<file path="config.mk">
export PLATFORM = sky130hd
export DESIGN_NAME = sync_fifo_flags
export DESIGN_NICKNAME = d
export VERILOG_FILES = /design/src/rtl/sync_fifo_pkg.sv /design/src/rtl/sync_fifo_ram.sv /design/src/rtl/sync_fifo_flags.sv
export SDC_FILE = /design/constraint.sdc
export NUM_CORES = 1
export LEC_CHECK = 0
export ABC_AREA = 1
export BUFFER_PORTS_ARGS = -buffer_cell sky130_fd_sc_hd__buf_4
export CORE_MARGIN = 5
export CORE_UTILIZATION = 50
export CTS_CLUSTER_SIZE = 12
export DETAILED_ROUTE_END_ITERATION = 10
export PLACE_DENSITY = 0.72
export SYNTH_ARGS = -nofsm -noshare
export SYNTH_HDL_FRONTEND = slang
export SYNTH_SLANG_ARGS = --single-unit
</file>
<file path="constraint.sdc">
create_clock -name clk -period 4.3 [get_ports clk]
set_clock_uncertainty 0.05 [all_clocks]
set_input_delay 0.86 -clock clk [delete_from_list [all_inputs] [get_ports clk]]
set_output_delay 0.86 -clock clk [all_outputs]
set_load 0.02 [all_outputs]
</file>
<file path="src/rtl/sync_fifo_pkg.sv">
// rtl/sync_fifo_pkg.sv - shared sizing and pointer helpers for the sync FIFO family
package sync_fifo_pkg;

  function automatic int lvl_w(input int depth);
    return $clog2(depth + 1);
  endfunction

  // Explicit wrap so non-power-of-two depths never index past the last entry.
  function automatic int ptr_inc(input int ptr, input int depth);
    return (ptr == depth - 1) ? 0 : ptr + 1;
  endfunction

endpackage

</file>
<file path="src/rtl/sync_fifo_ram.sv">
// rtl/sync_fifo_ram.sv - DATA_WIDTH x DEPTH storage, synchronous write, asynchronous read
module sync_fifo_ram #(
  parameter int DATA_WIDTH = 8,
  parameter int DEPTH      = 4,
  parameter int AW         = $clog2(DEPTH)
) (
  input  logic                  clk,
  input  logic                  we,
  input  logic [AW-1:0]         waddr,
  input  logic [DATA_WIDTH-1:0] wdata,
  input  logic [AW-1:0]         raddr,
  output logic [DATA_WIDTH-1:0] rdata
);

  logic [DATA_WIDTH-1:0] mem_q [DEPTH];

  always_ff @(posedge clk) begin
    if (we) begin
      mem_q[waddr] <= wdata;
    end
  end

  assign rdata = mem_q[raddr];

endmodule

</file>
<file path="src/rtl/sync_fifo_flags.sv">
// rtl/sync_fifo_flags.sv - parametrised FWFT FIFO with level, watermarks and sticky errors
// Optional flush input enabled by defining SYNC_FIFO_FLUSH_EN.
module sync_fifo_flags
  import sync_fifo_pkg::*;
#(
  parameter int DATA_WIDTH = 8,
  parameter int DEPTH      = 4,
  parameter int AF_LEVEL   = DEPTH - 1,
  parameter int AE_LEVEL   = 1
) (
  input  logic                       clk,
  input  logic                       reset,
`ifdef SYNC_FIFO_FLUSH_EN
  input  logic                       flush,
`endif
  input  logic [DATA_WIDTH-1:0]      din,
  input  logic                       push,
  input  logic                       pop,
  input  logic                       clr_err,
  output logic [DATA_WIDTH-1:0]      dout,
  output logic                       full,
  output logic                       empty,
  output logic                       almost_full,
  output logic                       almost_empty,
  output logic [$clog2(DEPTH+1)-1:0] level,
  output logic                       overflow,
  output logic                       underflow
);

  localparam int AW = $clog2(DEPTH);
  localparam int LW = lvl_w(DEPTH);

  logic [AW-1:0] rd_ptr_q, rd_ptr_d;
  logic [AW-1:0] wr_ptr_q, wr_ptr_d;
  logic [LW-1:0] level_q, level_d;
  logic          ovf_q, ovf_d;
  logic          udf_q, udf_d;
  logic          push_ok, pop_ok, flush_w;

`ifdef SYNC_FIFO_FLUSH_EN
  assign flush_w = flush;
`else
  assign flush_w = 1'b0;
`endif

  assign empty        = (level_q == '0);
  assign full         = (level_q == LW'(DEPTH));
  assign almost_full  = (level_q >= LW'(AF_LEVEL));
  assign almost_empty = (level_q <= LW'(AE_LEVEL));
  assign level        = level_q;
  assign overflow     = ovf_q;
  assign underflow    = udf_q;

  // A pop on a full FIFO frees the slot the simultaneous push lands in.
  assign pop_ok  = pop & ~empty;
  assign push_ok = push & (~full | pop_ok);

  always_comb begin
    rd_ptr_d = rd_ptr_q;
    wr_ptr_d = wr_ptr_q;
    level_d  = level_q;
    ovf_d    = ovf_q;
    udf_d    = udf_q;
    if (flush_w) begin
      rd_ptr_d = '0;
      wr_ptr_d = '0;
      level_d  = '0;
    end else begin
      if (pop_ok)  rd_ptr_d = AW'(ptr_inc(int'(rd_ptr_q), DEPTH));
      if (push_ok) wr_ptr_d = AW'(ptr_inc(int'(wr_ptr_q), DEPTH));
      if (push_ok && !pop_ok)      level_d = level_q + LW'(1);
      else if (pop_ok && !push_ok) level_d = level_q - LW'(1);
      // A new error in the same cycle as clr_err keeps the flag set.
      if (clr_err) begin
        ovf_d = 1'b0;
        udf_d = 1'b0;
      end
      if (push && !push_ok) ovf_d = 1'b1;
      if (pop && !pop_ok)   udf_d = 1'b1;
    end
  end

  always_ff @(posedge clk) begin
    if (reset) begin
      rd_ptr_q <= '0;
      wr_ptr_q <= '0;
      level_q  <= '0;
      ovf_q    <= 1'b0;
      udf_q    <= 1'b0;
    end else begin
      rd_ptr_q <= rd_ptr_d;
      wr_ptr_q <= wr_ptr_d;
      level_q  <= level_d;
      ovf_q    <= ovf_d;
      udf_q    <= udf_d;
    end
  end

  sync_fifo_ram #(
    .DATA_WIDTH (DATA_WIDTH),
    .DEPTH      (DEPTH),
    .AW         (AW)
  ) u_ram (
    .clk   (clk),
    .we    (push_ok & ~flush_w & ~reset),
    .waddr (wr_ptr_q),
    .wdata (din),
    .raddr (rd_ptr_q),
    .rdata (dout)
  );

endmodule

</file>
Word-level counts from Yosys, hierarchy flattened
Memory sizes are Yosys's and may differ from the RTL's. A register that Yosys moved wholly into a read port is not among the register bits.
Cells that the tools add are included.
{ "word_totals": {"memories": 1, "ff_bits": 9, "elab_cells": 43, "mem_bits_rw": 32, "output_inout_bits": 17} }
{ "memory_table": {"columns": ["name", "words", "word_bits", "rd", "rd_clocked_by_memory_dff", "write_ports", "line", "rtl"], "rows": [
  ["u_ram.mem_q", 4, 8, 1, 1, 1, "sync_fifo_ram.sv:15", "logic [DATA_WIDTH-1:0] mem_q [DEPTH];"]
]} }
{ "op_classes": {"n_mux": 11, "n_eq_ne": 3, "reduce_logical": 10, "bitwise_logic": 7, "magnitude_cmp": 2, "addsub": 4} }
{ "ops": {"columns": ["op", "n"], "rows": [
  ["2-bit 2-to-1 mux", 4],
  ["3-bit 2-to-1 mux", 2],
  ["2-bit nonzero test", 3],
  ["1-bit 2-to-1 mux", 5],
  ["2-bit by 1-bit adder with 2-bit output (second input constant)", 2],
  ["2-bit by 1-bit == test with 1-bit output (second input constant)", 2],
  ["1-bit logical AND", 4],
  ["3-bit by 1-bit adder with 3-bit output (second input constant)", 1],
  ["1-bit bitwise AND", 3],
  ["3-bit == test (second input constant)", 1],
  ["3-bit by 2-bit >= comparator with 1-bit output (second input constant)", 1],
  ["3-bit by 1-bit less-or-equal comparator with 1-bit output (second input constant)", 1],
  ["3-bit logical NOT", 1],
  ["1-bit inverter", 3],
  ["3-bit by 1-bit subtractor with 3-bit output (second input constant)", 1],
  ["1-bit logical NOT", 2],
  ["1-bit OR", 1]
]} }

Depth between registers and ports, before layout
Gate-level depths: netlist (run 1).
{ "depth": {"ltp_word": 9, "ltp_mapped": 10, "mapped_depth_nobuf": 10} }

Cells and area by module
From an unflattened synthesis (run 1), not the netlist that was laid out.
{ "hier_totals": {"cells_unflattened": 215, "hier_area_um2": 1961.9} }
{ "modules_own_cells": {"columns": ["module", "n_inst", "cells_per_inst", "area_per_inst_um2", "seq_area_each_um2"], "rows": [
  ["sync_fifo_ram", 1, 133, 1387.6, 960.9],
  ["sync_fifo_flags", 1, 82, 574.3, 180.2]
]} }

Least setup slack after synthesis (run 1)
No wires, ideal clock.
{ "synth_timing": {"kind": "register -> output", "startpoint": "reg level_q[2], in the netlist level[2]", "endpoint": "out almost_full", "n_path_buf": 0, "setup_slack_ns": 2.239, "arrival_ns": 1.151, "stages_incl_launch_ff": 5, "path_cell_list": "dfxtp_1 inv_2 ha_1 nor2_1 o21ai_0"} }
{ "synth_between": {"elab_chain_cells": 1} }
{ "synth_lines": {"columns": ["item", "line", "rtl"], "rows": [
  ["from (decl)", "sync_fifo_flags.sv:35", "logic [LW-1:0] level_q, level_d;"],
  ["from (signal assigned)", "sync_fifo_flags.sv:93", "level_q <= level_d;"],
  ["3-bit by 2-bit >= comparator with 1-bit output", "sync_fifo_flags.sv:48", "assign almost_full = (level_q >= LW'(AF_LEVEL));"],
  ["to (decl)", "sync_fifo_flags.sv:23", "output logic almost_full,"]
]} }
Every way passes these cells.

==> summary.txt, run 1 <==
RSZ-0062 raised after global routing: false
GRT Total Usage: 13.1%
Die width: 72.2 um
Clock share of power: 18.2%
Initial antenna violation count: 0
Worst Max-Slew Pin Slew: 933 ps
Starting density of the core: 52.1%
Syn_nets: 211
Max cap viols: 0
Synth Area in XOR/XNOR: 0.453%
Worst setup SP type: flop
Worst vdd ir: 372 uV
Ys Warns: 0
Clock sink count: 43
GRT overflow: 0
Worst endpoint required time: 3390 ps
Vias in the first global route: 1171
Max FO, Critical Path: 32
Post-DP HPWL: 2310 um
CP max stage delay: 940 ps
# fillers: 319
Layout cell share with drive strength beyond 1: 18.7%
Sequential share of the synthesized area: 61.1%
Top-count cell post-synth: inv_1
Root Driver: clkbuf_8
Internal power: 827 uW
Post-synth EDFFs: 32
Worst skew pair latency: 290 ps
Final Slew Violations: 0
Period Utilization, post-route: 62.8%
# hold bufs at CTS: 0
End point of the critical path: dout[5]
Synth top area cells: edfxtp_1 (50%), dfxtp_1 (11%), ha_1 (7.1%), inv_1 (6.8%), nand2_1 (5.8%)
Final setup viols: 0
Slew headroom: 37.7%
R2R setup slack: 2100 ps
Top-area cell type share of the netlist area: 49.7%
CP delay by family, top: flip-flops
FF-to-FF path depth: 5
Final Core Density: 61.0%
# DRC: 0
Biggest area consumer among synthesized cells: edfxtp_1
Pwr Density: 593 nW/um^2
Sw power: 516 uW
Maximum clock insertion buffer count: 2
Commonest cells post-synth: inv_1 (35), edfxtp_1 (32), nand2_1 (30), a21oi_1 (16), nor2_1 (14)
Rows: 22
Antenna Cells: 0
Primary FF master, synth: edfxtp_1
Post-CTS Setup Bufs: 0
Core Region: 3720 sq um
Status: complete, no violations
Min-delay worst type: reg -> reg
Synth Instances: 187
DRT Wirelength: 3230 um
Crit end category: primary output
Via count: 1282
Mean Syn Cell Area: 10.3 sq um
WP data arrival: 1790 ps
Mapped cell area: 1930 sq um
Drt first pass iters: 4
CP max stage cell: dfxtp_1
First-pass GRT wire length: 5220 um
Post-CTS resize count: 0
Port Buf Inserts: 29
Routed len/inst: 12.1 um
Compound-Gate Fraction of Synth Area: 11.2%
Area Growth Syn to Fin: 17.1%
Routability Congestion: 0.836
Pleak: 0.985 nW
DRT antenna net count: 0
Largest net degree at the start of global routing: 33
CTS buffer count: 5
CP Buf/Inv Count: 1
Critical path depth in cells: 4
CP Class: reg -> out
Worst R2R End: u_ram.mem_q[2][4]
Period minus WS final: 2700 ps
DRT iter0 DRCs: 27
Critical path, cell by cell: a21oi_1 > o21ai_0 > nand2_1 > buf_4
Gate power share: 39.7%
Num ports: 30
Die area: 5210 sq um
Worst reg2reg startpoint: level[0]
Max Freq: 370 MHz
Fin nets: 242
Largest family of logic cells by synthesized area: simple AND/OR/NAND/NOR gates
Seq pwr share: 42.2%
Mux contribution to synthesized area: 0%
Sw Ratio: 38.4%
H-Tree Depth: 2
Post-Synth Simple-Gate Area: 11.4%
Final hold viol count: 0
Chip Height: 72.2 um
Setup TNS: 0 ps
Via/cell ratio: 4.80
CTS tree: built
Cell variety after synth: 20
Clk slew on worst S/H paths: 80 ps
Adder-Cell Fraction of Synth Area: 7.12%
Yosys reg bits: 43
Async SR Flop Fraction: 0%
## logic make-up after synthesis
| logic type | count (synthesis) |
|---|---|
| xor gates and xnor gates | 1 |
| and+or+nand+nor | 53 |
| DFF | 43 |
| AOI/OAI and AO/OA | 37 |
| buffers and inverters | 42 |
| adders and majority gates | 11 |
## layer usage
layer | vias up | routed length (um) | global-route usage (%)
li1 | 674 | - | -
met1 | 569 | 1450 | 16.9
met2 | 33 | 1550 | 20.9
met3 | 6 | 183 | 3.32
met4 | 0 | 48 | 5.64
met5 | - | 0 | 0
## metrics by stage
| stage | cell area, sq um | cells | total power, mW | hold WS (ps) | setup slack [ps] |
|---|---|---|---|---|---|
| floorplan | 1930 | 187 | 0.921 | 429 | 2240 |
| global placement | 2180 | 259 | 1.11 | 405 | 1930 |
| detailed placement | 2180 | 259 | 1.11 | 408 | 1860 |
| CTS | 2270 | 267 | 1.35 | 419 | 1590 |
| global route | 2270 | 267 | 1.43 | 434 | 1460 |
| finish | 2270 | 267 | 1.34 | 415 | 1600 |
## registers in the layout (all words and copies together) (netlist names), named ones only
register	count
level	3
overflow	1
u_ram.mem_q	32
rd_ptr_q	2
underflow	1
wr_ptr_q	2
## worst min-delay path by stage
stage               end  cells past startpoint   startpoint
2_1_floorplan      flop                      2  rd_ptr_q[1]
4_1_cts        overflow                      2     overflow
3_5_place_dp   overflow                      2     overflow
6_report       overflow                      2     overflow
5_1_grt        overflow                      2     overflow
3_3_place_gp   overflow                      2     overflow
## worst min-delay path, cell delays in order (launching register included)
cell and delay [ps]:
dfxtp_1 310, nand2_1 60, a21oi_1 50
## power groups by stage
stage | clock network (mW) | registers, mW | logic, mW
3_5_place_dp | 0 | 0.577 | 0.537
5_1_grt | 0.261 | 0.575 | 0.597
3_3_place_gp | 0 | 0.574 | 0.531
4_1_cts | 0.244 | 0.567 | 0.539
2_1_floorplan | 0 | 0.549 | 0.372
6_report | 0.244 | 0.566 | 0.533
## cells in the final DEF, fill, tap and decap left out
master,instances
nand3b_1,1
o21ai_0,12
nand3_2,1
nand3_1,5
ha_1,11
clkbuf_1,1
o211ai_1,8
a21oi_1,16
inv_1,35
nand2_1,30
clkinvlp_4,1
dfxtp_1,11
buf_4,29
clkinv_2,1
and2_1,1
xor2_1,1
clkbuf_8,5
nand2_2,1
a21oi_4,1
nor2_1,14
edfxtp_1,32
inv_2,2
## cell type report
cell class	instances	area [sq um]	share of cell area, %
clock buffers	6	72.6	3.20
repair buffers	29	218	9.61
inverters	37	139	6.13
well taps	48	60.1	2.65
flip-flops and latches	43	1180	52.1
clock inverters	2	12.5	0.552
multi-input cells	102	583	25.7
Power figures use the tool's default switching activity.
==> inputs of run 2 (changes only) <==
==> constraint.sdc (replaced) <==
create_clock -name clk -period 2.6 [get_ports clk]
set_clock_uncertainty 0.05 [all_clocks]
set_input_delay 0.52 -clock clk [delete_from_list [all_inputs] [get_ports clk]]
set_output_delay 0.52 -clock clk [all_outputs]
set_load 0.02 [all_outputs]
==> run 2 against run 1 <==
Global-route usage grew 0.72 points. Critical path depth increased by 1. Clock-buffer cell count shrank 1. Combinational power increased by 75%. Via count up 1.0%. Die area did not move. First-iteration DRC count grew to 3.0 times the previous value. Flip-flop and latch count unchanged. Final cell count grew 1.1%. Core utilization rose by 1.3 points. Routed wire length increased by 5.0%. Critical path type is now reg -> reg. Largest power group is now combinational cells.
==> summary.txt, run 2 (synthesis gave the netlist of run 1 again) <==
Status: complete, no violations
Critical path, cell by cell: inv_1 > ha_1 > nand3_2 > nand3_1 > nor2_1
First-pass GRT wire length: 5470 um
Worst endpoint required time: 2480 ps
Largest register FFs: 32
Slew headroom: 55.9%
Routability Congestion: 0.864
Vias in the first global route: 1181
WP data arrival: 1950 ps
CTS buffer count: 5
Rows: 22
GRT Total Usage: 13.8%
# fillers: 298
Worst vdd ir: 684 uV
Clock sink count: 43
Starting density of the core: 52.1%
Initial antenna violation count: 0
Power after layout: 2.34 mW
Routed len/inst: 12.6 um
Setup TNS: 0 ps
Layout cell share with drive strength beyond 1: 20.3%
Max cap viols: 0
Largest net degree at the start of global routing: 33
Worst Max-Slew Pin Slew: 660 ps
Port Buf Inserts: 29
Final instance area: 2320 sq um
CP max stage cell: nor2_1
Core Region: 3720 sq um
Chip Height: 72.2 um
Worst skew pair latency: 290 ps
Root Driver: clkbuf_8
Max Freq: 482 MHz
Die width: 72.2 um
CP max stage delay: 550 ps
Clk slew on worst S/H paths: 80 ps
Final Slew Violations: 0
RSZ-0062 raised after global routing: false
End point of the critical path: u_ram.mem_q[2][5]
Biggest register: u_ram.mem_q
DRT iter0 DRCs: 81
CP Class: reg -> reg
Worst reg2reg startpoint: level[0]
Post-DP HPWL: 2460 um
Drt first pass iters: 4
Pwr Density: 1010 nW/um^2
CTS tree: built
Min-delay worst type: in -> reg
Commonest non-fill, non-tap cell in the layout: inv_1
GRT overflow: 0
Post-CTS Setup Bufs: 0
Max FO, Critical Path: 8
Period Utilization, post-route: 79.8%
DP Area: 2200 sq um
Antenna Cells: 0
Commonest non-fill, non-tap cells in the layout: inv_1 (35), buf_4 (32), edfxtp_1 (32)
# DRC: 0
Num ports: 30
Via count: 1295
Post-CTS resize count: 0
H-Tree Depth: 2
Worst setup path startpoint: level[0]
DRT antenna net count: 0
Via/cell ratio: 4.80
FF-to-FF path depth: 5
Final setup viols: 0
# hold bufs at CTS: 0
Die area: 5210 sq um
R2R setup slack: 530 ps
Worst R2R End: u_ram.mem_q[2][5]
Maximum clock insertion buffer count: 2
Area Growth Syn to Fin: 19.7%
Period minus WS final: 2070 ps
Pleak: 1.02 nW
DRT Wirelength: 3400 um
Fin nets: 245
Worst setup SP type: flop
Crit end category: flop
Final hold viol count: 0
[run 2: cell count changes in the layout (fill, tap and decap cells not counted)]
cell | before | now
buf_4 | 29 | 32
clkinv_4 | 0 | 1
bufinv_16 | 0 | 1
clkbuf_1 | 1 | 0
clkinvlp_4 | 1 | 0
[run 2: final cells by class]
type	count	area (sq um)	area share, %
timing repair buffer	32	240	10.4
clock buffer	5	68.8	2.97
multi-input combinational	102	583	25.2
tap	48	60.1	2.59
sequential	43	1180	51.0
clock inverter	3	43.8	1.89
inverter	37	139	6.00
[run 2: stage by stage]
stage / hold WS, ps / util, % / std cells / setup WS, ps
after global placement: 403 / 59.3 / 262 / 596
final: 351 / 62.3 / 270 / 526
after floorplan: 429 / - / 187 / 633
after global routing: 347 / 62.3 / 270 / 374
after CTS: 341 / 62.3 / 270 / 524
after detailed placement: 410 / 59.3 / 262 / 544
[run 2: per-layer routing]
| metal | global-route usage (%) | vias up | wire length (um) |
|---|---|---|---|
| li1 | - | 679 | - |
| met4 | 4.38 | 0 | 31 |
| met3 | 4.43 | 5 | 197 |
| met2 | 21.4 | 26 | 1580 |
| met1 | 18.4 | 585 | 1580 |
| met5 | 0 | - | 0 |
[run 2: how the worst min path moves through the flow]
stage | depth (start not counted) | endpoint | slack (ps) | startpoint
after floorplan | 2 | flop | 430 | rd_ptr_q[1]
after global placement | 2 | overflow | 400 | overflow
after detailed placement | 2 | overflow | 410 | overflow
after CTS | 2 | overflow | 340 | reset
after global routing | 2 | overflow | 350 | reset
final | 2 | overflow | 350 | reset
[run 2: worst max-delay path: cells and delay by family (launching register included)]
family                   cells  cell delay (ps)
AND/OR/NAND/NOR              3              850
flip-flops                   1              390
adder cells (fa/ha/maj)      1              300
buffers and inverters        1              120
[run 2: where the power goes]
part	total [mW]	leakage, nW	internal (mW)	switching, mW
clock	0.516	0.0581	0.286	0.230
sequential	0.893	0.382	0.814	0.0782
combinational	0.932	0.578	0.375	0.557
